`src/rtl/mem_serializer_pkg.sv`:
```
// Shared types and default widths for the multiport-to-single-port memory serializer.
package mem_serializer_pkg;

  localparam int unsigned ADDR_W_DEF = 14;
  localparam int unsigned DATA_W_DEF = 10;
  localparam int unsigned N_RD_DEF   = 4;

  typedef enum logic [1:0] {
    IDLE  = 2'd0,
    ISSUE = 2'd1,
    WAIT  = 2'd2,
    DONE  = 2'd3
  } state_t;

endpackage

```
`src/rtl/mem_serializer_pick.sv`:
```
// Fixed-priority picker: lowest set bit of the pending mask wins (reads first, write in MSB).
module mem_serializer_pick #(
  parameter int unsigned N     = 5,
  parameter int unsigned IDX_W = 3
) (
  input  logic [N-1:0]     pending,
  output logic [N-1:0]     grant,
  output logic [IDX_W-1:0] index
);

  always_comb begin
    grant = '0;
    index = '0;
    for (int i = int'(N) - 1; i >= 0; i--) begin
      if (pending[i]) begin
        grant    = '0;
        grant[i] = 1'b1;
        index    = IDX_W'(i);
      end
    end
  end

endmodule

```
`src/rtl/mem_port_serializer.sv`:
```
// Serializes a cycle's 4-read/1-write CPU requests onto one single-port SRAM,
// holding the CPU via cpu_clken until every read result is in place.
module mem_port_serializer
  import mem_serializer_pkg::*;
#(
  parameter int unsigned ADDR_W = ADDR_W_DEF,
  parameter int unsigned DATA_W = DATA_W_DEF,
  parameter int unsigned N_RD   = N_RD_DEF
) (
  input  logic                     clk,
  input  logic                     rst,
  input  logic                     req_write,
  input  logic [ADDR_W-1:0]        req_inaddr,
  input  logic [DATA_W-1:0]        req_indata,
  input  logic [N_RD-1:0]          req_read,
  input  logic [N_RD*ADDR_W-1:0]   req_outaddr,
  output logic [N_RD*DATA_W-1:0]   rsp_outdata,
  output logic                     cpu_clken,
  output logic                     ram_en,
  output logic                     ram_we,
  output logic [ADDR_W-1:0]        ram_addr,
  output logic [DATA_W-1:0]        ram_wdata,
  input  logic [DATA_W-1:0]        ram_rdata,
  output logic [1:0]               dbg_state
);

  localparam int unsigned IDX_W = $clog2(N_RD + 1);
  localparam int unsigned TAG_W = (N_RD > 1) ? $clog2(N_RD) : 1;

  state_t                  state, state_nxt;
  logic [N_RD:0]           pend_q, pend_nxt;
  logic [N_RD:0]           grant;
  logic [IDX_W-1:0]        idx;
  logic [N_RD*ADDR_W-1:0]  raddr_q;
  logic [ADDR_W-1:0]       waddr_q;
  logic [DATA_W-1:0]       wdata_q;
  logic                    rd_vld_q;
  logic [TAG_W-1:0]        rd_tag_q;
  logic                    any_req;
  logic                    issue;
  logic                    is_wr;

  assign any_req = (|req_read) | req_write;
  assign issue   = (state == ISSUE) && (|pend_q);
  assign is_wr   = (idx == IDX_W'(N_RD));

  mem_serializer_pick #(
    .N     (N_RD + 1),
    .IDX_W (IDX_W)
  ) u_pick (
    .pending (pend_q),
    .grant   (grant),
    .index   (idx)
  );

  always_comb begin
    state_nxt = state;
    pend_nxt  = pend_q;
    case (state)
      IDLE: begin
        if (any_req) begin
          state_nxt = ISSUE;
          pend_nxt  = {req_write, req_read};
        end
      end
      ISSUE: begin
        pend_nxt = pend_q & ~grant;
        if (pend_nxt == '0) state_nxt = WAIT;
      end
      WAIT:    state_nxt = DONE;
      DONE:    state_nxt = IDLE;
      default: state_nxt = IDLE;
    endcase
  end

  // Read data lands one cycle after its issue; the tag steers it to its port.
  always_ff @(posedge clk or negedge rst) begin
    if (!rst) begin
      state       <= IDLE;
      pend_q      <= '0;
      raddr_q     <= '0;
      waddr_q     <= '0;
      wdata_q     <= '0;
      rd_vld_q    <= 1'b0;
      rd_tag_q    <= '0;
      rsp_outdata <= '0;
    end else begin
      state    <= state_nxt;
      pend_q   <= pend_nxt;
      rd_vld_q <= issue && !is_wr;
      rd_tag_q <= idx[TAG_W-1:0];
      if (state == IDLE && any_req) begin
        raddr_q <= req_outaddr;
        waddr_q <= req_inaddr;
        wdata_q <= req_indata;
      end
      if (rd_vld_q) rsp_outdata[rd_tag_q*DATA_W +: DATA_W] <= ram_rdata;
    end
  end

  always_comb begin
    ram_en    = issue;
    ram_we    = issue && is_wr;
    ram_addr  = '0;
    ram_wdata = '0;
    if (issue) begin
      ram_addr = is_wr ? waddr_q : raddr_q[idx[TAG_W-1:0]*ADDR_W +: ADDR_W];
      if (is_wr) ram_wdata = wdata_q;
    end
  end

  assign cpu_clken = rst && (((state == IDLE) && !any_req) || (state == DONE));
  assign dbg_state = state;

endmodule

```
`config.mk`:
```
export PLATFORM = sky130hd
export DESIGN_NAME = mem_port_serializer
export DESIGN_NICKNAME = d
export VERILOG_FILES = /design/src/rtl/mem_serializer_pkg.sv /design/src/rtl/mem_serializer_pick.sv /design/src/rtl/mem_port_serializer.sv
export SDC_FILE = /design/constraint.sdc
export NUM_CORES = 1
export LEC_CHECK = 0
export ABC_AREA = 1
export CORE_ASPECT_RATIO = 0.75
export CORE_UTILIZATION = 54
export CTS_BUF_LIST = sky130_fd_sc_hd__clkbuf_4 sky130_fd_sc_hd__clkbuf_8 sky130_fd_sc_hd__clkbuf_16
export DETAILED_ROUTE_END_ITERATION = 12
export MAX_ROUTING_LAYER = met4
export PLACE_DENSITY = 0.95
export RECOVER_POWER = 25
export SLEW_MARGIN = 0
export SYNTH_ARGS = -nofsm -noshare
export SYNTH_HDL_FRONTEND = slang
export SYNTH_SLANG_ARGS = --single-unit
```
`constraint.sdc`:
```
create_clock -name clk -period 4.8 [get_ports clk]
set_input_delay 0.72 -clock clk [delete_from_list [all_inputs] [get_ports clk]]
set_output_delay 0.72 -clock clk [all_outputs]
set_load 0.03 [all_outputs]
```
Word-level counts from Yosys, hierarchy flattened
Index checks and enable logic that the tools add are counted.
Widths: inputs -> output; s select.
{ "totals": {"regBits": 130, "output_inout_bits": 69, "word_cells": 59} }
{ "classes": {"addsub": 1, "multipliers": 2, "eq_ne": 6, "shift": 3, "muxes": 20, "bitwise_logic": 3, "n_reduce_logical": 16} }
{ "op_table": {"columns": ["op", "n"], "rows": [
  ["$shiftx 56x7->14", 1],
  ["$bwmux 40", 1],
  ["$shift 10x34->40 const A", 1],
  ["$shiftx 10x34->40", 1],
  ["$neg 6->34", 1],
  ["$mux 5", 6],
  ["$mux 14", 2],
  ["$mux 10", 2],
  ["$mux 3", 5],
  ["$mul 2x3->5 const B", 2],
  ["$pmux 5 s2", 1],
  ["$pmux 2 s4", 1],
  ["$logic_and 1x1->1", 6],
  ["$and 5x5->5", 1],
  ["$logic_not 5->1", 1],
  ["$not 5->5", 1],
  ["$reduce_or 5->1", 1],
  ["$eq 2x2->1 const B", 2],
  ["$mux 2", 2],
  ["$reduce_and 2->1", 2],
  ["$reduce_or 4->1", 1],
  ["$eq 3x3->1 const B", 1],
  ["$eq 2x1->1 const B", 1],
  ["$logic_not 1->1", 2],
  ["6 further kinds", 6]
]} }

Logic depth before layout (Yosys ltp)
{ "depth": {"depth_word": 10, "depth_mapped": 12, "depth_no_buf": 10} }

Cells and area by module
Synthesis repeated with hierarchy kept, for this count alone.
{ "unflattened": {"cells_unflattened": 720, "area_unflattened_um2": 6643.9} }
{ "modules_own_cells": {"columns": ["mod", "instances", "cells_each", "area_each_um2", "seq_area_each_um2"], "rows": [
  ["mem_port_serializer", 1, 703, 6556.3, 3253.1],
  ["mem_serializer_pick", 1, 17, 87.6, 0.0]
]} }

Least setup slack after synthesis
Ideal clock, no wire load.
{ "synth_timing": {"path_kind": "flip-flop to output port", "startpoint": "reg state[1], in the netlist dbg_state[1]", "endpoint": "out ram_wdata[8]", "arrival_time_ns": 1.734, "t_required_ns": 4.080, "path_slack_ns": 2.346, "stages_incl_launch_ff": 6, "n_path_buf": 1, "path_cell_list": "dfrtp_1 > inv_1 > ha_1 > buf_4 > inv_1 > nor3_1"} }
{ "synth_via": {"elab_chain_cells": 3} }
{ "synth_rtl": {"columns": ["item", "line", "rtl"], "rows": [
  ["from (decl)", "mem_port_serializer.sv:30", "state_t state, state_nxt;"],
  ["from (signal assigned)", "mem_port_serializer.sv:88", "state <= state_nxt;"],
  ["$eq 2x1->1", "mem_port_serializer.sv:44", "assign issue = (state == ISSUE) && (|pend_q);"],
  ["$logic_and 1x1->1", "mem_port_serializer.sv:44", null],
  ["$mux 10", "mem_port_serializer.sv:106", "if (issue) begin"],
  ["to (decl)", "mem_port_serializer.sv:22", "output logic [DATA_W-1:0] ram_wdata,"]
]} }
No other way between the ends.

Worst setup path after layout
{ "layout_timing": {"startpoint": "reg pend_q[0]", "endpoint": "out ram_addr[9]"} }
{ "layout_via": {"elab_chain_cells": 5, "elab_cells_between_ends": 8} }
{ "layout_rtl": {"columns": ["item", "line", "rtl"], "rows": [
  ["from (decl)", "mem_port_serializer.sv:31", "logic [N_RD:0] pend_q, pend_nxt;"],
  ["from (signal assigned)", "mem_port_serializer.sv:89", "pend_q <= pend_nxt;"],
  ["$mux 3", "mem_serializer_pick.sv:15", "if (pending[i]) begin"],
  ["$mul 2x3->5", "mem_port_serializer.sv:107", "ram_addr = is_wr ? waddr_q : raddr_q[idx[TAG_W-1:0]*ADDR_W +: ADDR_W];"],
  ["$shiftx 56x7->14", "mem_port_serializer.sv:107", null],
  ["$mux 14", "mem_port_serializer.sv:107", null],
  ["$mux 14 *", "mem_port_serializer.sv:106", null],
  ["to (decl)", "mem_port_serializer.sv:21", "output logic [ADDR_W-1:0] ram_addr,"]
]} }
Mark *: on every way between the ends. The rest lies on a longest branch, timed or not.

==> results by group <==
Timing
  – Post-route setup TNS: 0 ns
  – Final-report max-slew violation count: between 70 and 80
  – Final setup viols: 0
  – Time the worst path needs with I/O delays and setup: slightly above 4 ns
  – RSZ-0062 raised after global routing: no
  – Final Hold Viols: 0
  – Max Freq: between 200 and 250 MHz
  – Period utilisation layout: 0.8546
  – Least-Margin Pin Slew: 1.723 ns
  – Max-slew headroom: -0.1485
  – Fin Clk Skew: ~0.0098 ns

Global route
  – Vias in the first global route: 6504
  – First-pass GRT wire length: 31230 um
  – Largest net degree at the start of global routing: 81
  – Grt total ovfl: 0
  – Antenna violations before repair: 0
  – All-Layer GR Usage: 0.3314

Placement
  – Port bufs: between 150 and 200
  – Post-placement cell count: ~1.2k
  – Placed cell area: 8252 um^2
  – DP Wirelength: around 13000 um
  – Routability congestion estimate: between 0.9 and 1

Setup path
  – Crit-path leading delay family: simple AND/OR/NAND/NOR gates
  – Worst setup path endpoint: ram_addr[9]
  – Startpoint Class: flip-flop
  – FF-to-FF End: rsp_outdata[3]$_DFFE_PN0P_
  – Critical-path cell list: inv_1, nand2_1, nor2_1, inv_2, nand3_1, nand3_1, nand2_1, clkdlybuf4s50_1
  – Setup CP Type: reg2out
  – Buf+Inv Stages, Crit Path: 3
  – Slowest stage delay, CP: between 0.8 and 0.9 ns
  – Slowest-stage cell, CP: nor2_1
  – Reg2reg setup slack: between 1.5 and 2 ns
  – Arrival time at the worst endpoint: around 3.4 ns
  – R2R cell count: 8
  – Worst Path Required: 4.08 ns
  – Highest net fanout along the worst path: 16
  – Worst setup EP type: output port
  – Setup crit start: pend_q[0]$_DFFE_PN0P_
  – Instance count on the critical path: 8
  – Worst r2r src: rd_tag_q[0]$_DFF_PN0_

Yosys
  – Count leader, synth: nand2_1
  – Synthesized area: 6681 um^2
  – Seq cells post-synth: 130
  – Async S/R FF share, synth: 1.000
  – Synth top area cells: dfrtp_1, nand2_1, nand3_1
  – Avg Synthesized Cell Area: 7.432 um^2
  – Syn_nets: 1005
  – Post-synth EDFFs: 0
  – Netlist cell types: 35
  – Most common library cells after synthesis: nand2_1, dfrtp_1, nand3_1
  – Top-area cell type share of the netlist area: 0.4869
  – Largest area contributor in the netlist: dfrtp_1
  – Synth warn: 0
  – Sequential fraction of the synthesis area: 0.4869
  – Cells after Synth: around 900
  – Top FF cell, synth: dfrtp_1

Route
  – Vias/cell: 5.416
  – First-pass DRT Iterations: 6
  – DR WL/cell: 15.66 um
  – Vias post-DR: 6581
  – Final wirelength: about 19000 um
  – Initial DRC Count: 681
  – Drc violations: 0
  – Routed Antenna Nets: 0

Final layout
  – Post-Layout Cell Count: between 1k and 1.5k
  – Seq. cell area: ~3300 um^2
  – N_diodes: 0
  – Layout cell share with drive strength beyond 1: 0.05698
  – Final instance area: around 8800 um^2
  – Filler cells: 839
  – Area growth syn-to-layout: 32.38%
  – Area of the multi-input gates: 3002 um^2
  – Final nets: 1146

Clock tree
  – CTS tree: done
  – Clock slew seen by the registers of the worst setup and hold paths: approximately 0.060 ns
  – Root Buffer: clkbuf_16
  – Hold Buf Count CTS: 0
  – Skew-Pair Late Insertion Delay: approximately 0.42 ns
  – Clk buf depth: 2
  – Post-CTS sizing: 0
  – Total CTS buffers: 17
  – Htree depth: 4
  – Setup bufs post-CTS: 0
  – CTS Sinks: between 100 and 150

Outcome
  – Failing checks: max-capacitance violations, max-slew violations
  – Status: finished with violations

Floorplanning
  – Die width: 130.4 um
  – Die height: a little under 100 um
  – Core box area: around 12000 um^2
  – Row cnt: 34
  – Starting density of the core: 0.5650
  – Top Ports: 166
  – Die footprint: around 13000 um^2

Power and ir drop
  – VDD IR max: 0.5374 mV
  – Power density over the cells: roughly 770 nW/um^2
  – Static leakage: around 4.4 nW

Flow run
  – Maxcap violations: 1

Hold path
  – Min-delay worst type: in2async
## how the worst min path moves through the flow
stage	endpoint	slack, ns	cells after the start
final	rsp_outdata[6]$_DFFE_PN0P_	0.25	1
after CTS	rsp_outdata[6]$_DFFE_PN0P_	0.28	1
after global routing	rsp_outdata[7]$_DFFE_PN0P_	0.30	1
after global placement	waddr_q[2]$_DFFE_PN0P_	0.46	2
after detailed placement	waddr_q[12]$_DFFE_PN0P_	0.46	2
after floorplan	dbg_state[0]$_DFFE_PN0P_	0.42	0
## through the flow
stage / util / worst slack, ns / hold WS (ns) / total power [mW]
floorplan: - / 2.346 / 0.4244 / 4.411
global placement: 0.6977 / 1.607 / 0.4614 / 5.283
detailed placement: 0.6977 / 1.548 / 0.4650 / 5.384
CTS: 0.7483 / 1.027 / 0.2770 / 6.735
global route: 0.7479 / 0.4607 / 0.2991 / 7.239
finish: 0.7479 / 0.6980 / 0.2545 / 6.768
## layout make-up
cell class / count / share of cell area
clock inverter: 8 / 0.01146
tap: 162 / 0.02292
multi-input combinational: 692 / 0.3394
clock buffer: 24 / 0.05616
timing repair buffer: 168 / 0.1891
sequential: 130 / 0.3678
inverter: 31 / 0.01316
## placed cells by master, fill, tap and decap left out, drive strengths merged
cell | Yosys | routed
nor2 | 37 | 37
or2 | 1 | 1
nand2 | 486 | 486
nand4 | 6 | 6
clkinvlp | 0 | 3
a21boi | 1 | 1
buf | 40 | 3
o31ai | 2 | 2
clkdlybuf4s50 | 0 | 164
inv | 30 | 31
ha | 9 | 9
bufinv | 0 | 2
a31oi | 1 | 1
o21ai | 26 | 26
o21a | 2 | 2
clkinv | 1 | 3
nor3 | 4 | 4
a21oi | 12 | 12
a22o | 1 | 1
and2 | 2 | 2
o211ai | 2 | 2
dfrtp | 130 | 130
clkbuf | 6 | 25
nand3 | 100 | 100
## routing by layer
metal  global-route usage  vias up  share of wire
met5                    -        -              0
met4               0.1123        0          0.025
met3              0.09205       56          0.099
met2               0.5000      413           0.46
met1               0.4304     2998           0.41
li1                     -     3114              -
## registers in the layout, summed over array words and instances, names as in the netlist
register     flops
rd_vld_q         1
rsp_outdata     40
raddr_q         56
dbg_state        2
rd_tag_q         2
waddr_q         14
wdata_q         10
pend_q           5
## cells by family (layout without fill, tap and decap cells)
kind of cell,Yosys count,in the layout,share of synthesized area
and+or+nand+nor,636,636,0.3925
DFF,130,130,0.4869
buffers and inverters,77,231,0.06348
AOI/OAI and AO/OA,47,47,0.04026
adders and majority gates,9,9,0.01685
## power breakdown
group	internal, mW	switching [mW]
clock network	0.828	0.479
registers	1.63	0.383
logic	1.16	2.29
total	3.61	3.15
No activity file was read; power rests on OpenSTA's default activity.
